--- src/rtl/dbus_io_ctrl_pkg.sv ---
// ---------------------------------------------------------------------------
// dbus_io_ctrl_pkg
// Shared constants for the data-bus I/O controller: I/O register map (both as
// 3-bit register indices and as full bus addresses), CTRL/STATUS bit
// positions, timer reset values and the read-select encoding.
// ---------------------------------------------------------------------------
package dbus_io_ctrl_pkg;

    // Address bit that steers an access to the I/O page instead of RAM.
    localparam int IO_SEL_BIT = 14;

    // I/O register indices (adr[2:0] within the I/O page).
    localparam logic [2:0] IO_GPIO_OUT  = 3'd0;
    localparam logic [2:0] IO_GPIO_IN   = 3'd1;
    localparam logic [2:0] IO_TIMER_CNT = 3'd2;
    localparam logic [2:0] IO_TIMER_CMP = 3'd3;
    localparam logic [2:0] IO_CTRL      = 3'd4;
    localparam logic [2:0] IO_STATUS    = 3'd5;

    // Full bus addresses of the I/O registers.
    localparam logic [15:0] ADDR_GPIO_OUT  = 16'h4000;
    localparam logic [15:0] ADDR_GPIO_IN   = 16'h4001;
    localparam logic [15:0] ADDR_TIMER_CNT = 16'h4002;
    localparam logic [15:0] ADDR_TIMER_CMP = 16'h4003;
    localparam logic [15:0] ADDR_CTRL      = 16'h4004;
    localparam logic [15:0] ADDR_STATUS    = 16'h4005;

    // CTRL and STATUS bit positions.
    localparam int CTRL_EN_BIT      = 0;
    localparam int CTRL_IRQ_EN_BIT  = 1;
    localparam int STATUS_MATCH_BIT = 0;

    localparam logic [15:0] TIMER_CMP_RESET = 16'hFFFF;

    // Which source drives dat_i for the read that completes next cycle.
    typedef enum logic {
        RD_SEL_RAM = 1'b0,
        RD_SEL_IO  = 1'b1
    } rd_sel_e;

    function automatic logic [15:0] pack_ctrl(input logic en, input logic irq_en);
        logic [15:0] v;
        v = '0;
        v[CTRL_EN_BIT]     = en;
        v[CTRL_IRQ_EN_BIT] = irq_en;
        return v;
    endfunction

    function automatic logic [15:0] pack_status(input logic match);
        logic [15:0] v;
        v = '0;
        v[STATUS_MATCH_BIT] = match;
        return v;
    endfunction

endpackage

--- src/rtl/if_dbus.sv ---
// ---------------------------------------------------------------------------
// if_dbus
// Core data bus. adr is a 16-bit word address; re/we are single-cycle
// strobes; dat_o carries write data from the core; dat_i returns read data
// one cycle after re.
// ---------------------------------------------------------------------------
interface if_dbus;
    logic [15:0] adr;
    logic        re;
    logic        we;
    logic [15:0] dat_o;
    logic [15:0] dat_i;

    modport master (output adr, output re, output we, output dat_o, input dat_i);
    modport slave  (input adr, input re, input we, input dat_o, output dat_i);
endinterface

--- src/rtl/dbus_io_ctrl_timer.sv ---
// ---------------------------------------------------------------------------
// io_timer
// 16-bit free-running compare timer with match flag and registered IRQ.
// Ports:
//   clk, reset            clock, asynchronous active-high reset
//   wr_cnt/wr_cmp/
//   wr_ctrl/wr_status     one-cycle write strobes for the timer registers
//   wdata[15:0]           write data
//   cnt, cmp              current TIMER_CNT / TIMER_CMP
//   en, irq_en            CTRL bits
//   match                 STATUS.MATCH
//   irq                   registered MATCH & IRQ_EN
// ---------------------------------------------------------------------------
module io_timer
    import dbus_io_ctrl_pkg::*;
(
    input  logic        clk,
    input  logic        reset,
    input  logic        wr_cnt,
    input  logic        wr_cmp,
    input  logic        wr_ctrl,
    input  logic        wr_status,
    input  logic [15:0] wdata,
    output logic [15:0] cnt,
    output logic [15:0] cmp,
    output logic        en,
    output logic        irq_en,
    output logic        match,
    output logic        irq
);

    logic [15:0] cnt_q, cnt_d;
    logic [15:0] cmp_q, cmp_d;
    logic        en_q, en_d;
    logic        irq_en_q, irq_en_d;
    logic        match_q, match_d;
    logic        irq_q, irq_d;
    logic        hit;

    always_comb begin
        // A match is only recognised while the counter is running.
        hit = en_q && (cnt_q == cmp_q);

        cnt_d = cnt_q;
        if (hit) begin
            cnt_d = '0;
        end else if (en_q) begin
            cnt_d = cnt_q + 16'd1;
        end
        // Software write beats both increment and match reload.
        if (wr_cnt) begin
            cnt_d = wdata;
        end

        cmp_d    = wr_cmp  ? wdata                  : cmp_q;
        en_d     = wr_ctrl ? wdata[CTRL_EN_BIT]     : en_q;
        irq_en_d = wr_ctrl ? wdata[CTRL_IRQ_EN_BIT] : irq_en_q;

        // W1C first, then set, so a simultaneous set wins.
        match_d = match_q;
        if (wr_status && wdata[STATUS_MATCH_BIT]) begin
            match_d = 1'b0;
        end
        if (hit) begin
            match_d = 1'b1;
        end

        irq_d = match_q & irq_en_q;
    end

    always_ff @(posedge clk or posedge reset) begin
        if (reset) begin
            cnt_q    <= '0;
            cmp_q    <= TIMER_CMP_RESET;
            en_q     <= 1'b0;
            irq_en_q <= 1'b0;
            match_q  <= 1'b0;
            irq_q    <= 1'b0;
        end else begin
            cnt_q    <= cnt_d;
            cmp_q    <= cmp_d;
            en_q     <= en_d;
            irq_en_q <= irq_en_d;
            match_q  <= match_d;
            irq_q    <= irq_d;
        end
    end

    assign cnt    = cnt_q;
    assign cmp    = cmp_q;
    assign en     = en_q;
    assign irq_en = irq_en_q;
    assign match  = match_q;
    assign irq    = irq_q;

endmodule

--- src/rtl/dbus_io_ctrl.sv ---
// ---------------------------------------------------------------------------
// dbus_io_ctrl
// Data-bus address decoder: adr[14]=0 goes straight through to the data RAM,
// adr[14]=1 selects the I/O page (GPIO, timer). Reads return one cycle after
// re and dat_i holds the last read value until the next read completes.
// Ports:
//   clk, reset        clock, asynchronous active-high reset
//   dbus              core data bus (slave side)
//   ram_adr/re/we/d   combinational RAM request; ram_q is RAM read data,
//                     valid one cycle after ram_re
//   gpio_o            GPIO output register
//   gpio_i            asynchronous GPIO inputs (double-synchronised)
//   irq               timer interrupt request
// ---------------------------------------------------------------------------
module dbus_io_ctrl
    import dbus_io_ctrl_pkg::*;
#(
    parameter int RAM_AW = 14
) (
    input  logic              clk,
    input  logic              reset,
    if_dbus.slave             dbus,
    output logic [RAM_AW-1:0] ram_adr,
    output logic              ram_re,
    output logic              ram_we,
    output logic [15:0]       ram_d,
    input  logic [15:0]       ram_q,
    output logic [15:0]       gpio_o,
    input  logic [15:0]       gpio_i,
    output logic              irq
);

    logic        io_hit;
    logic [2:0]  io_idx;
    logic        io_wr;

    logic [15:0] gpio_o_q, gpio_o_d;
    logic [15:0] gpio_s1_q, gpio_s1_d;
    logic [15:0] gpio_s2_q, gpio_s2_d;

    rd_sel_e     rd_sel_q, rd_sel_d;
    logic        rd_pend_q, rd_pend_d;
    logic [15:0] io_rdata_q, io_rdata_d;
    logic [15:0] dat_hold_q, dat_hold_d;
    logic [15:0] io_rd_val;
    logic [15:0] rd_mux;

    logic [15:0] tmr_cnt, tmr_cmp;
    logic        tmr_en, tmr_irq_en, tmr_match;

    logic        unused_adr;

    // adr[15] and the bits between the RAM range and the register index
    // play no part in decode.
    assign unused_adr = ^dbus.adr;

    assign io_hit = dbus.adr[IO_SEL_BIT];
    assign io_idx = dbus.adr[2:0];
    assign io_wr  = dbus.we & io_hit;

    // RAM request is pure pass-through, untouched by reset.
    assign ram_adr = dbus.adr[RAM_AW-1:0];
    assign ram_d   = dbus.dat_o;
    assign ram_re  = dbus.re & ~io_hit;
    assign ram_we  = dbus.we & ~io_hit;

    io_timer u_timer (
        .clk       (clk),
        .reset     (reset),
        .wr_cnt    (io_wr && (io_idx == IO_TIMER_CNT)),
        .wr_cmp    (io_wr && (io_idx == IO_TIMER_CMP)),
        .wr_ctrl   (io_wr && (io_idx == IO_CTRL)),
        .wr_status (io_wr && (io_idx == IO_STATUS)),
        .wdata     (dbus.dat_o),
        .cnt       (tmr_cnt),
        .cmp       (tmr_cmp),
        .en        (tmr_en),
        .irq_en    (tmr_irq_en),
        .match     (tmr_match),
        .irq       (irq)
    );

    // I/O read value from current (pre-write) register state.
    always_comb begin
        io_rd_val = '0;
        case (io_idx)
            IO_GPIO_OUT:  io_rd_val = gpio_o_q;
            IO_GPIO_IN:   io_rd_val = gpio_s2_q;
            IO_TIMER_CNT: io_rd_val = tmr_cnt;
            IO_TIMER_CMP: io_rd_val = tmr_cmp;
            IO_CTRL:      io_rd_val = pack_ctrl(tmr_en, tmr_irq_en);
            IO_STATUS:    io_rd_val = pack_status(tmr_match);
            default:      io_rd_val = '0;
        endcase
    end

    always_comb begin
        gpio_o_d = gpio_o_q;
        if (io_wr && (io_idx == IO_GPIO_OUT)) begin
            gpio_o_d = dbus.dat_o;
        end
        gpio_s1_d = gpio_i;
        gpio_s2_d = gpio_s1_q;

        rd_pend_d  = dbus.re;
        rd_sel_d   = rd_sel_q;
        io_rdata_d = io_rdata_q;
        if (dbus.re) begin
            rd_sel_d = io_hit ? RD_SEL_IO : RD_SEL_RAM;
            if (io_hit) begin
                io_rdata_d = io_rd_val;
            end
        end

        // Capture the completing read so dat_i holds it afterwards, when
        // ram_q may already have moved on.
        dat_hold_d = rd_pend_q ? rd_mux : dat_hold_q;
    end

    assign rd_mux     = (rd_sel_q == RD_SEL_RAM) ? ram_q : io_rdata_q;
    assign dbus.dat_i = rd_pend_q ? rd_mux : dat_hold_q;
    assign gpio_o     = gpio_o_q;

    always_ff @(posedge clk or posedge reset) begin
        if (reset) begin
            gpio_o_q   <= '0;
            gpio_s1_q  <= '0;
            gpio_s2_q  <= '0;
            rd_sel_q   <= RD_SEL_RAM;
            rd_pend_q  <= 1'b0;
            io_rdata_q <= '0;
            dat_hold_q <= '0;
        end else begin
            gpio_o_q   <= gpio_o_d;
            gpio_s1_q  <= gpio_s1_d;
            gpio_s2_q  <= gpio_s2_d;
            rd_sel_q   <= rd_sel_d;
            rd_pend_q  <= rd_pend_d;
            io_rdata_q <= io_rdata_d;
            dat_hold_q <= dat_hold_d;
        end
    end

endmodule
--- src/flat_wrapper.sv ---
// flat-port wrapper written by rule: the top's interface ports become plain ports
module dbus_io_ctrl_flat import dbus_io_ctrl_pkg::*;
#(
    parameter int RAM_AW = 14
)
  (clk, reset, ram_adr, ram_re, ram_we, ram_d, ram_q, gpio_o, gpio_i, irq, dbus_adr, dbus_re, dbus_we, dbus_dat_o, dbus_dat_i);
  if_dbus dbus_i ();
  input  logic clk;
  input  logic reset;
  output logic [RAM_AW-1:0] ram_adr;
  output logic ram_re;
  output logic ram_we;
  output logic [15:0] ram_d;
  input  logic [15:0] ram_q;
  output logic [15:0] gpio_o;
  input  logic [15:0] gpio_i;
  output logic irq;
  input wire logic [$bits(dbus_i.adr)-1:0] dbus_adr;
  input wire logic [$bits(dbus_i.re)-1:0] dbus_re;
  input wire logic [$bits(dbus_i.we)-1:0] dbus_we;
  input wire logic [$bits(dbus_i.dat_o)-1:0] dbus_dat_o;
  output wire logic [$bits(dbus_i.dat_i)-1:0] dbus_dat_i;
  assign dbus_i.adr = dbus_adr;
  assign dbus_i.re = dbus_re;
  assign dbus_i.we = dbus_we;
  assign dbus_i.dat_o = dbus_dat_o;
  assign dbus_dat_i = dbus_i.dat_i;
  dbus_io_ctrl #(.RAM_AW(RAM_AW)) u_core (.clk(clk), .reset(reset), .dbus(dbus_i), .ram_adr(ram_adr), .ram_re(ram_re), .ram_we(ram_we), .ram_d(ram_d), .ram_q(ram_q), .gpio_o(gpio_o), .gpio_i(gpio_i), .irq(irq));
endmodule
--- config.mk ---
export PLATFORM = sky130hd
export DESIGN_NAME = dbus_io_ctrl_flat
export DESIGN_NICKNAME = d
export VERILOG_FILES = /design/src/rtl/dbus_io_ctrl_pkg.sv /design/src/rtl/if_dbus.sv /design/src/rtl/dbus_io_ctrl_timer.sv /design/src/rtl/dbus_io_ctrl.sv /design/src/flat_wrapper.sv
export SDC_FILE = /design/constraint.sdc
export NUM_CORES = 1
export LEC_CHECK = 0
export CAP_MARGIN = 25
export CELL_PAD_IN_SITES_DETAIL_PLACEMENT = 1
export CELL_PAD_IN_SITES_GLOBAL_PLACEMENT = 1
export CORE_ASPECT_RATIO = 1.2
export CORE_MARGIN = 3
export CORE_UTILIZATION = 36
export DETAILED_ROUTE_END_ITERATION = 6
export PLACE_DENSITY = 0.84
export SLEW_MARGIN = 20
export SYNTH_ARGS = -nofsm -noshare
export SYNTH_HDL_FRONTEND = slang
export SYNTH_SLANG_ARGS = --single-unit
--- constraint.sdc ---
create_clock -name clk -period 3.7 [get_ports clk]
set_input_delay 0.74 -clock clk [delete_from_list [all_inputs] [get_ports clk]]
set_output_delay 0.74 -clock clk [all_outputs]
set_load 0.005 [all_outputs]
---- Word-level counts from Yosys, hierarchy flattened ----
Index checks and enable logic that the tools add are counted.
operators by class
  add/subtract/negate cells ............... 1
  eq/ne operators ......................... 6
  mux-type cells .......................... 9
  bitwise operators ....................... 5
  reductions and logical operators ........ 11
operators with widths
  operator                                                          count
  16-bit case mux with 6 select lines                               1
  16-bit 2-to-1 mux                                                 5
  16-bit by 1-bit adder with 16-bit output (second input constant)  1
  16-bit == test                                                    1
  1-bit logical AND                                                 7
  3-bit by 2-bit == test with 1-bit output (second input constant)  2
  3-bit == test (second input constant)                             2
  1-bit AND                                                         4
  3-bit by 1-bit == test with 1-bit output (second input constant)  1
  3-bit zero test                                                   1
  1-bit 2-to-1 mux                                                  3
  3-bit nonzero test                                                1
  2-bit AND reduction                                               1
  2-bit nonzero test                                                1
  1-bit inverter                                                    1
storage, ports and cells
  register bits after elaboration ......... 118
  output and inout port bits .............. 65

---- Depth between registers and ports, before layout ----
  depth after elaboration ................. 5
  gate-level depth with buffers ........... 7
  mapped depth without buffers ............ 6

---- Modules after synthesis ----
From an unflattened synthesis, not the netlist that was laid out.
second synthesis, totals
  cells, all modules ...................... 437
  area total of the unflattened synthesis .. 5489.0 um^2
by module, submodules not included
  module        instances  cells an instance  area an instance (um^2)  sequential area each (um^2)
  dbus_io_ctrl  1          253                3537.1                   2052.0
  io_timer      1          184                1951.9                   920.9

---- Least setup slack after synthesis ----
OpenSTA, ideal clock, no wires.
  path type ............................... input to register
  start point ............................. in dbus_adr[0]
  end point ............................... reg u_core.io_rdata_q[5]
  library setup time ...................... 0.121 ns
  arrival time ............................ 1.907 ns
  data required time ...................... 3.579 ns
  path slack .............................. 1.672 ns
  stages .................................. 4
  buffers on the path ..................... 2
  path through ............................ buf_2 -> buf_2 -> mux4_2 -> a22o_1
between the ends
  cells in the longest elaborated chain, start to end .. 2
ends and longest elaborated chain
  item                                         RTL line             source
  from (decl)                                  flat_wrapper.sv:18   input wire logic [$bits(dbus_i.adr)-1:0] dbus_adr;
  3-bit == test, or another cell as far along  dbus_io_ctrl.sv:86   case (io_idx)
  16-bit case mux with 6 select lines (*)      dbus_io_ctrl.sv:86
  to (signal assigned)                         dbus_io_ctrl.sv:139  io_rdata_q <= io_rdata_d;
  to (decl)                                    dbus_io_ctrl.sv:43   logic [15:0] io_rdata_q, io_rdata_d;
Every way passes the cells marked *; elsewhere a longest branch is shown, timed or not.
A chain may end at the register's enable or synchronous reset.

---- Final worst setup path ----
  start point ............................. reg u_core.rd_pend_q
  end point ............................... out dbus_dat_i[9]
between the ends
  cells in the longest elaborated chain, start to end .. 1
ends and longest elaborated chain
  item                    RTL line             source
  from (decl)             dbus_io_ctrl.sv:42   logic rd_pend_q, rd_pend_d;
  from (signal assigned)  dbus_io_ctrl.sv:138  rd_pend_q <= rd_pend_d;
  16-bit 2-to-1 mux       -
  to (decl)               flat_wrapper.sv:22   output wire logic [$bits(dbus_i.dat_i)-1:0] dbus_dat_i;
Every way passes these cells.

==> results.json <==
{
  "outcome": "finished clean",
  "yosys_warnings": 0,
  "grt_pass1_vias": 4075,
  "rsz0062_at_grt": "false",
  "max_freq_mhz": 323,
  "gp_congestion": 0.803,
  "synthDistinctLibCells": 37,
  "via_per_inst": 5.01,
  "crit_path_start_kind": "flip-flop",
  "fin_area_um2": 7080,
  "cts_made_buffers": 17,
  "cts_max_level": 4,
  "critPathCaptureType": "output pin",
  "critPathSlowestCell": "dfrtp_1",
  "worstPathArrival_ns": 2.36,
  "dr_total_vias": 3584,
  "insertion_delay_ns": 0.41,
  "slew_headroom_pct": 36.5,
  "syn_to_final_growth_pct": 30.7,
  "rows": 48,
  "dr.first_iter.drc_count": 148,
  "slew_violations": 0,
  "critPathMaxFanout": 32,
  "core-area_um2": 14600,
  "dp_hpwl_um": 9750,
  "min_path_type": "flip-flop to flip-flop",
  "dieArea_um2": 16600,
  "diodes": 0,
  "drt-pass1-iter-count": 4,
  "wl_met2_um": 7260,
  "fin_skew_ns": 0.00814,
  "r2r_slack_ns": 1.62,
  "fp.dieH_um": 140,
  "cts_root_buf": "clkbuf_16",
  "min_period_ns": 3.10,
  "track_usage_pct": 17.3,
  "total_power_mw": 4.27,
  "crit_chain": "nor2_1 -> a21oi_1 -> clkdlybuf4s50_1",
  "avgSynthCellArea_um2": 13.1,
  "wl_met1_um": 5580,
  "vdd_drop_max_v": 0.000353,
  "clock_sinks": 118,
  "clockBufferDepth": 2,
  "timing.final.crit_share_pct": 83.7,
  "nets": 571,
  "syn_nets": 484,
  "grt-ovfl-total": 0,
  "tightest_slew_ns": 0.953,
  "cts_setup_buffers": 0,
  "final_antenna_net_count": 0,
  "io_pins": 133,
  "portBuffers": 109,
  "synth.cell_area_um2": 5420,
  "top_layer": "met4",
  "synth-edff-count": 0,
  "cp.required_ns": 2.96,
  "routed-wl-met3_um": 660,
  "post_drt_wl_per_cell_um": 19.2,
  "die_w_um": 118,
  "postSynth.asyncResetShare_pct": 100,
  "start_util_pct": 37.1,
  "cts_tree": "built",
  "final.setup.tns_ns": 0,
  "p_leak_nw": 2.92,
  "n_fill_cell": 1494,
  "synth-seq-area-share_pct": 54.8,
  "crit_type": "flip-flop to output pin",
  "synth_flop_cell": "dfrtp_1",
  "maxCapViolations": 0,
  "clk_pin_slew_ns": 0.06,
  "cpLargestDelayFamily": "flip-flops",
  "wl_um": 13700,
  "antenna_found_initial": 0,
  "critical_path.max_stage_delay_ns": 0.97,
  "power_density_nw_per_um2": 602,
  "layout_commonest_cell": "clkdlybuf4s50_1",
  "grt_pass1_wl_um": 22200,
  "route.detailed.drc": 0,
  "hold_viol_final": 0,
  "syn_inst": 415,
  "cts_hold_buf": 0,
  "grt_max_degree": 52,
  "final_layout_size_suffix_gt1_share_pct": 24.1,
  "layout_common_cells": "clkdlybuf4s50_1, dfrtp_1, mux2_2",
  "setup_viol": 0,
  "postCtsResizedCells": 0,
  "ys_seq_elements": 118,
  "worst-path-buf-inv": 1,
  "placed_area_um2": 6510
}
==> power breakdown <==
group          switching, mW  total, mW  leakage [nW]  internal (mW)
combinational          0.365      0.886          1.24          0.521
clock                  0.565       1.58         0.283           1.02
sequential             0.249       1.80          1.40           1.55
==> through the flow <==
stage / util (%) / hold slack, ns / setup slack, ns / instances
after floorplan: - / 0.331 / 1.53 / 415
after global routing: 48.5 / 0.353 / 0.400 / 715
after global placement: 44.6 / 0.334 / 0.770 / 683
after detailed placement: 44.6 / 0.336 / 0.761 / 683
after CTS: 48.5 / 0.348 / 0.573 / 715
final: 48.5 / 0.346 / 0.602 / 715
==> per-layer routing <==
layer	vias to the layer above	track usage, %
met3	20	5.41
met2	100	30.5
met1	1834	19.8
met4	0	5.93
met5	-	0
li1	1630	-
==> worst reg2reg max path: stages (launching register included) <==
cell     delay (ns)
dfrtp_1        0.47
xor2_1         0.22
nor4_2         0.41
nand3_2        0.17
nor2_4         0.51
o31ai_1        0.16
==> cells by family after synthesis <==
kind of cell | share of synthesized area, %
compound gates | 7.99
xor+xnor | 4.69
fa+ha+maj | 0.231
buf+inv | 6.97
flops | 54.8
mux | 17.2
simple gates | 8.03
==> synthesized netlist by cell type (2+ instances only) <==
| library cell | instances | share of area [%] |
|---|---|---|
| buf_4 | 32 | 4.4 |
| o21ai_0 | 8 | 0.74 |
| xor2_1 | 25 | 4.0 |
| mux2_2 | 34 | 7.1 |
| dfrtp_1 | 102 | 47 |
| mux4_2 | 14 | 5.8 |
| nand3_1 | 7 | 0.65 |
| dfstp_2 | 16 | 7.8 |
| o31ai_1 | 3 | 0.42 |
| a22o_1 | 14 | 2.3 |
| xnor2_1 | 4 | 0.65 |
| o31ai_2 | 11 | 2.5 |
| nor2b_1 | 2 | 0.23 |
| clkbuf_1 | 6 | 0.42 |
| nor2_1 | 27 | 1.9 |
| nor3b_1 | 3 | 0.42 |
| nand4_1 | 5 | 0.58 |
| a21oi_1 | 19 | 1.8 |
| buf_2 | 11 | 1.0 |
| mux2i_1 | 21 | 3.9 |
| nor3_1 | 3 | 0.28 |
| buf_6 | 3 | 0.62 |
| nor4_2 | 2 | 0.46 |
| nand2_1 | 26 | 1.8 |
| nand3_2 | 2 | 0.37 |
| nor4_1 | 2 | 0.23 |
| inv_1 | 3 | 0.21 |
==> final cells by class <==
cell class	instances	area (µm²)	area share (%)
sequential	118	2970	42.0
multi-input combinational	241	2070	29.2
timing repair buffer	121	1210	17.0
clock buffer	22	464	6.55
tap	200	250	3.53
clock inverter	10	106	1.50
inverter	3	15.0	0.212
==> state kept, by name (all words and copies together), names as in the netlist <==
register and flops:
u_core.u_timer.cnt 16, u_core.io_rdata_q 16, u_core.u_timer.match 1, u_core.gpio_s1_q 16, u_core.rd_sel_q 1, u_core.u_timer.en 1
u_core.u_timer.irq_en 1, u_core.u_timer.cmp 16, u_core.rd_pend_q 1, u_core.gpio_o 16, u_core.gpio_s2_q 16, u_core.dat_hold_q 16
u_core.u_timer.irq 1
==> worst paths after layout <==
check,from,end,depth (start not counted)
setup reg to reg,u_core.u_timer.cnt[2],u_core.u_timer.cnt[12],5
hold reg to reg,u_core.gpio_s1_q[1],u_core.gpio_s2_q[1],0
hold / removal,u_core.gpio_s1_q[1],u_core.gpio_s2_q[1],0
max in group asynchronous,reset,u_core.u_timer.cmp[14],3
setup / recovery,u_core.rd_pend_q,dbus_dat_i[9],3
min in group asynchronous,reset,u_core.dat_hold_q[1],2
Note: power is estimated with default switching activity, not from simulation.
